File: config.mk
export PLATFORM = sky130hd
export DESIGN_NAME = irq_ctrl
export DESIGN_NICKNAME = d
export VERILOG_FILES = /design/src/rtl/irq_ctrl.sv
export SDC_FILE = /design/constraint.sdc
export NUM_CORES = 1
export LEC_CHECK = 0
export ABC_AREA = 0
export CAP_MARGIN = 5
export CORE_ASPECT_RATIO = 1.5
export CORE_MARGIN = 2
export CORE_UTILIZATION = 45
export DETAILED_ROUTE_END_ITERATION = 6
export GPL_ROUTABILITY_DRIVEN = 0
export GPL_TIMING_DRIVEN = 0
export PLACE_DENSITY_LB_ADDON = 0.3
export SLEW_MARGIN = 10
export SYNTH_ARGS = -nofsm -noshare
export SYNTH_HDL_FRONTEND = slang
export SYNTH_SLANG_ARGS = --single-unit
File: constraint.sdc
create_clock -name clk -period 1.4 [get_ports clk]
set_input_delay 0.35 -clock clk [delete_from_list [all_inputs] [get_ports clk]]
set_output_delay 0.35 -clock clk [all_outputs]
set_load 0.1 [all_outputs]
File: src/rtl/irq_ctrl.sv
// Eight-line priority interrupt controller: rising-edge latching into pending,
// maskable, with a single outstanding request/service handshake (no nesting).
module irq_ctrl (
  input  logic       clk,
  input  logic       rstN,
  input  logic [7:0] irq_in,
  input  logic       mask_we,
  input  logic [7:0] mask_wdata,
  input  logic [7:0] status,
  input  logic       irq_ack,
  input  logic       eoi,
  output logic       irq_req,
  output logic [2:0] irq_vec,
  output logic [7:0] pending,
  output logic [7:0] in_service,
  output logic [7:0] overrun
);

  typedef enum logic [1:0] {
    IDLE    = 2'b00,
    REQ     = 2'b01,
    SERVICE = 2'b10
  } state_t;

  state_t     state;
  state_t     state_next;
  logic [7:0] prev;
  logic [7:0] mask;
  logic [7:0] edges;
  logic [7:0] eligible;
  logic [7:0] ack_clear;
  logic [7:0] pending_next;
  logic [7:0] overrun_next;
  logic [7:0] in_service_next;
  logic       irq_req_next;
  logic [2:0] irq_vec_next;

  function automatic logic [2:0] top_index(input logic [7:0] bits);
    logic [2:0] idx;
    idx = 3'd0;
    for (int i = 0; i < 8; i++) begin
      if (bits[i]) idx = 3'(i);
    end
    return idx;
  endfunction

  always_ff @(posedge clk) begin
    if (!rstN) begin
      state      <= IDLE;
      prev       <= 8'h00;
      mask       <= 8'hFF;
      pending    <= 8'h00;
      overrun    <= 8'h00;
      in_service <= 8'h00;
      irq_req    <= 1'b0;
      irq_vec    <= 3'd0;
    end else begin
      state      <= state_next;
      prev       <= irq_in;
      if (mask_we) mask <= mask_wdata;
      pending    <= pending_next;
      overrun    <= overrun_next;
      in_service <= in_service_next;
      irq_req    <= irq_req_next;
      irq_vec    <= irq_vec_next;
    end
  end

  // A new edge on the line being acknowledged re-sets pending and is not an overrun.
  always_comb begin
    edges           = irq_in & ~prev;
    eligible        = pending & ~mask;
    state_next      = state;
    ack_clear       = 8'h00;
    irq_req_next    = irq_req;
    irq_vec_next    = irq_vec;
    in_service_next = in_service;
    case (state)
      IDLE: begin
        if (status[7] && (eligible != 8'h00)) begin
          state_next   = REQ;
          irq_req_next = 1'b1;
          irq_vec_next = top_index(eligible);
        end
      end
      REQ: begin
        if (irq_ack) begin
          state_next      = SERVICE;
          irq_req_next    = 1'b0;
          ack_clear       = 8'h01 << irq_vec;
          in_service_next = 8'h01 << irq_vec;
        end
      end
      SERVICE: begin
        if (eoi) begin
          state_next      = IDLE;
          in_service_next = 8'h00;
        end
      end
      default: state_next = IDLE;
    endcase
    pending_next = (pending & ~ack_clear) | edges;
    overrun_next = overrun | (edges & pending & ~ack_clear);
  end

endmodule

==> results.yml, run 1 <==
run_status:
  run_status: "complete, no violations"
placed_design:
  hpwl_microns: 2930
  port_buffers: 48
  dp.cells: 279
critical_path:
  crit_path_start_kind: "register"
  required_ps: 1050
  cp_slowest_stage_delay_ps: 400
  path_cells: "buf_4"
  crit_arrival_ps: 1000
  reg2reg_slack_ps: 110
  end_kind: "output port"
  cp_slowest_cell: "dfxtp_2"
  rr_worst_depth: 4
  reg2reg_from: "pending[0]"
  crit_buf_inv: 1
  critPathMaxFanout: 7
  path_class: "register to output port"
  crit_family: "flip-flops"
  reg2reg_to: "irq_vec[2]"
logic_synthesis:
  ys_seq_area_frac: 0.532
  synth_flop_cell: "dfxtp_1"
  syn_area_per_cell_sq_um: 9.21
  synth_area_sq_mm: 0.00173
  synth_seq_cells: 46
  synth_top_cell_by_area: "dfxtp_1"
  ys_top_cells_by_area: "dfxtp_1 (53%), nand2_1 (8.9%), nand2b_1 (6.1%)"
  synth_top_area_frac: 0.532
  async_reset_ff_frac: 0
  yosysWarnings: 0
  synth_cell_type_count: 31
  synthCells: 188
  synth_nets: 217
  synth_edf_count: 0
sta:
  skew_ps: 9.42
  worstMarginPinSlew_ps: 547
  period_share: 0.961
  relSlewSlack: 0.636
  rsz0062_at_grt: "false"
  drv_slew: 0
  hold_ws_ps: 458
  final_hold_viol_count: 0
  setup_violations: 0
  period_minus_slack_ps: 1350
  timing.fmax_mhz: 743
clocking:
  ctsHoldBuffers: 0
  clkTransAtPathRegs_ps: 90
  cts_tree: "yes"
  cts_buffers: 5
  clockBufferDepth: 2
  clkSinkCount: 46
  htree_levels: 2
  cts-root-buf: "clkbuf_8"
  clk_latency_ps: 290
finish:
  antenna_cells: 0
  multi_input_area_sq_um: 773
  layout_common_cells: "nand2_1 (41), dfxtp_1 (34), buf_4 (26)"
  drive_gt1_frac: 0.253
  fin_nets: 273
  fillers: 327
  seqCellArea_sq_um: 941
  final_common_cell: "nand2_1"
  area_growth_pct: 34.8
  fin_cells: 288
grt:
  antenna_found_initial: 0
  grt_max_degree: 15
  grt_first_pass_wirelength_microns: 6460
  grt_overflow: 0
  track_usage: 0.202
  grt_pass1_vias: 1417
die:
  core_area_sq_mm: 0.00368
  die_area_sq_mm: 0.00437
  die_h_microns: 80.0
  start_util: 0.470
  dieWidth_microns: 54.7
  rows: 27
  io_pins: 57
detailed_routing:
  via_count: 1494
  drc: 0
  drt_iter0_markers: 32
  drtAntennaViolNets: 0
  wire_per_inst_microns: 13.9
  dr.pass1.iters: 4
  routed_wl_microns: 3990
  via_per_inst: 5.19
hold_path:
  whs_path_depth: 2
  hold_class: "register to register"
  hp-start: "in_service[3]"
  hold-path-endpoint: "in_service[3]"
power:
  cellLeakagePower_uw: 0.000976
  irDropWorstVdd_uv: 1230
  power_uw: 2850
  power-per-cell-area_mw_per_mm2: 1220
job:
  cap_viol_max_count: 0
## logic make-up (layout without fill, tap and decap cells)
group | count (synthesis) | count (layout) | share of synthesized area
mux | 7 | 7 | 0.0405
buf+inv | 12 | 69 | 0.0267
flops | 46 | 46 | 0.532
compound gates | 42 | 42 | 0.163
simple gates | 81 | 81 | 0.238
## timing repair
action,4_1_cts,5_1_grt
hold endpoints to repair,0,0
endpoints found under the setup margin,59,22
resized for setup,170,13
pin swaps,0,0
buffers inserted,0,1
## how the worst max path moves through the flow
stage	start	to	slack (ps)	cells after the start
global placement	rstN	mask[5]	-580	4
finish	irq_vec[0]	irq_vec[0]	50	1
detailed placement	rstN	mask[4]	-590	4
global route	rstN	irq_vec[0]	0.4	5
floorplan	pending[6]	irq_vec[2]	-110	4
CTS	in_service[3]	in_service[3]	0.7	1
## report_power, final
group          internal [uW]  leakage, uW  switching (uW)
Clock                    353    0.0000452             430
Combinational            187     0.000547             447
Sequential              1380     0.000383            53.6
Total                   1920     0.000976             931
## sequential cells by signal, indices dropped and copies added (netlist names)
signal / count
overrun: 8
irq_req: 1
irq_vec: 3
prev: 8
in_service: 8
mask: 8
pending: 8
state: 2
## per-stage QoR
| stage | util | setup slack [ps] | instance area (sq um) | setup TNS (ps) |
|---|---|---|---|---|
| final | 0.634 | 55.0 | 2330 | 0 |
| after global routing | 0.634 | 0.352 | 2330 | 0 |
| after CTS | 0.625 | 0.666 | 2300 | 0 |
| after detailed placement | 0.620 | -585 | 2280 | -28200 |
| after global placement | 0.620 | -576 | 2280 | -28030 |
| after floorplan | - | -105 | 1750 | -105 |
## synth_stat cells (2+ instances only)
library cell,instances
o21ai_1,2
o211ai_1,3
nand2_1,41
o21ai_0,4
mux2i_1,7
o31ai_1,7
inv_1,5
nand3_1,2
and2_1,9
a31oi_1,2
nor2_1,2
dfxtp_1,46
clkbuf_1,5
nor2b_1,4
nand2b_1,17
a21oi_1,17
## cell type report
cell class,count,share of cell area
inverter,6,0.0102
clock inverter,2,0.00590
tap,43,0.0231
sequential,46,0.403
timing repair buffer,49,0.181
multi-input combinational,130,0.331
buffer,6,0.0145
clock buffer,6,0.0311
## layer usage
metal	track usage	wire length (microns)
met5	0	0
met4	0.0750	34
met3	0.0487	175
met2	0.329	2060
met1	0.250	1720
(Power assumes the default switching activity.)
==> inputs of run 2 (changes only) <==
CORE_MARGIN = 3   (was 2)
==> run 2 against run 1 <==
  * Combinational power is essentially flat
  * Hold slack hardly changed
  * Fmax about the same
  * Clock skew fell by 4.4 ps
  * Power up 0.92%
  * Non-clock buffer count did not move
  * Sequential share of layout area hardly changed
  * Design area about the same
  * Critical path depth did not move
  * Global-route usage shrank 0.97 points
  * Via count increased by 0.33%
==> results.yml, run 2 (synthesis results as in run 1) <==
run_status:
  run_status: "complete, no violations"
hold_path:
  hold_class: "register to register"
  whs_path_depth: 2
critical_path:
  crit_path_start_kind: "register"
  cp_slowest_cell: "dfxtp_2"
  reg2reg_to: "irq_vec[2]"
  cp.depth: 1
  path_class: "register to output port"
  worstSetupEndpoint: "irq_vec[0]"
  critPathMaxFanout: 7
  required_ps: 1050
  end_kind: "output port"
  reg2reg_from: "pending[0]"
  cp_slowest_stage_delay_ps: 390
  reg2reg_slack_ps: 80
  path_cells: "buf_4"
  crit_buf_inv: 1
  crit_family: "flip-flops"
  cp-startpoint: "irq_vec[0]"
  rr_worst_depth: 4
  crit_arrival_ps: 1000
sta:
  hold_ws_ps: 458
  final_hold_viol_count: 0
  period_share: 0.961
  drv_slew: 0
  setup_violations: 0
  relSlewSlack: 0.630
  skew_ps: 5.04
  timing.fmax_mhz: 743
  period_minus_slack_ps: 1350
  worstMarginPinSlew_ps: 555
detailed_routing:
  routed_wl_microns: 4100
  wire_per_inst_microns: 14.2
  dr.pass1.iters: 4
  drc: 0
  drt_iter0_markers: 39
  via_per_inst: 5.20
  drtAntennaViolNets: 0
  via_count: 1499
finish:
  antenna_cells: 0
  fillers: 341
  final_common_cell: "nand2_1"
  drive_gt1_frac: 0.253
  area_growth_pct: 34.7
  fin_nets: 273
  layout_common_cells: "nand2_1 (41), dfxtp_1 (34), buf_4 (30)"
job:
  cap_viol_max_count: 0
grt:
  grt_pass1_vias: 1460
  antenna_found_initial: 0
  grt_max_degree: 14
  track_usage: 0.193
  grt_overflow: 0
  grt_first_pass_wirelength_microns: 6780
clocking:
  htree_levels: 2
  clk_latency_ps: 290
  ctsHoldBuffers: 0
  clkSinkCount: 46
  cts-root-buf: "clkbuf_8"
  clockBufferDepth: 2
  cts_buffers: 5
  cts_tree: "yes"
  clkTransAtPathRegs_ps: 80
placed_design:
  hpwl_microns: 3140
  port_buffers: 48
die:
  start_util: 0.470
  dieWidth_microns: 56.7
  core_area_sq_mm: 0.00368
  rows: 27
  die_area_sq_mm: 0.00464
  io_pins: 57
  die_h_microns: 82.0
power:
  power-per-cell-area_mw_per_mm2: 1230
  power_uw: 2880
  irDropWorstVdd_uv: 1110
  cellLeakagePower_uw: 0.000979
## run 2: cell type report
type,count,area (sq um),area share
Inverter,6,23.8,0.0102
Buffer,6,31.3,0.0134
Timing Repair Buffer,49,418,0.179
Tap cell,43,53.8,0.0231
Clock inverter,1,5.00,0.00215
Multi-Input combinational cell,130,773,0.332
Clock buffer,7,86.3,0.0370
Sequential cell,46,941,0.403
## run 2: tightest hold or removal path: stages, from the launching register on
cell and delay (ps):
dfxtp_1 320, nand2_1 50, a21oi_1 50
## run 2: how the worst min path moves through the flow
stage                   from  slack [ps]       endpoint
6_report       in_service[1]         460  in_service[1]
5_1_grt        in_service[1]         490  in_service[1]
4_1_cts        in_service[2]         460  in_service[2]
3_5_place_dp      overrun[2]         440     overrun[2]
3_3_place_gp   in_service[3]         440  in_service[3]
2_1_floorplan        mask[1]         430        mask[1]
## run 2: repair_timing
| item | CTS | global route |
|---|---|---|
| resized for setup | 172 | 8 |
| hold endpoints to repair | 0 | 0 |
| setup endpoints to repair | 59 | 22 |
| buffers inserted | 0 | 1 |
| pin swaps | 0 | 1 |
## run 2: metrics by stage
step / util / setup TNS [ps] / worst slack (ps) / std cells / instance area, sq um
4_1_cts: 0.628 / 0 / 19.0 / 287 / 2310
6_report: 0.633 / 0 / 55.0 / 288 / 2330
5_1_grt: 0.633 / -3.76 / -3.76 / 288 / 2330
3_5_place_dp: 0.620 / -28100 / -550 / 279 / 2280
2_1_floorplan: - / -105 / -105 / 188 / 1750
3_3_place_gp: 0.620 / -27570 / -564 / 279 / 2280
## run 2: layer usage
| metal | GRT usage | vias up | share of wire |
|---|---|---|---|
| li1 | - | 750 | - |
| met1 | 0.211 | 702 | 0.40 |
| met2 | 0.352 | 41 | 0.53 |
| met3 | 0.0472 | 6 | 0.050 |
| met4 | 0.0784 | 0 | 0.017 |
| met5 | 0 | - | 0 |
## run 2: where the power goes
part	switching [uW]	internal, uW	leakage (uW)	total [uW]
clock	411	398	0.0000482	809
sequential	55.0	1380	0.000383	1440
combinational	447	185	0.000548	632
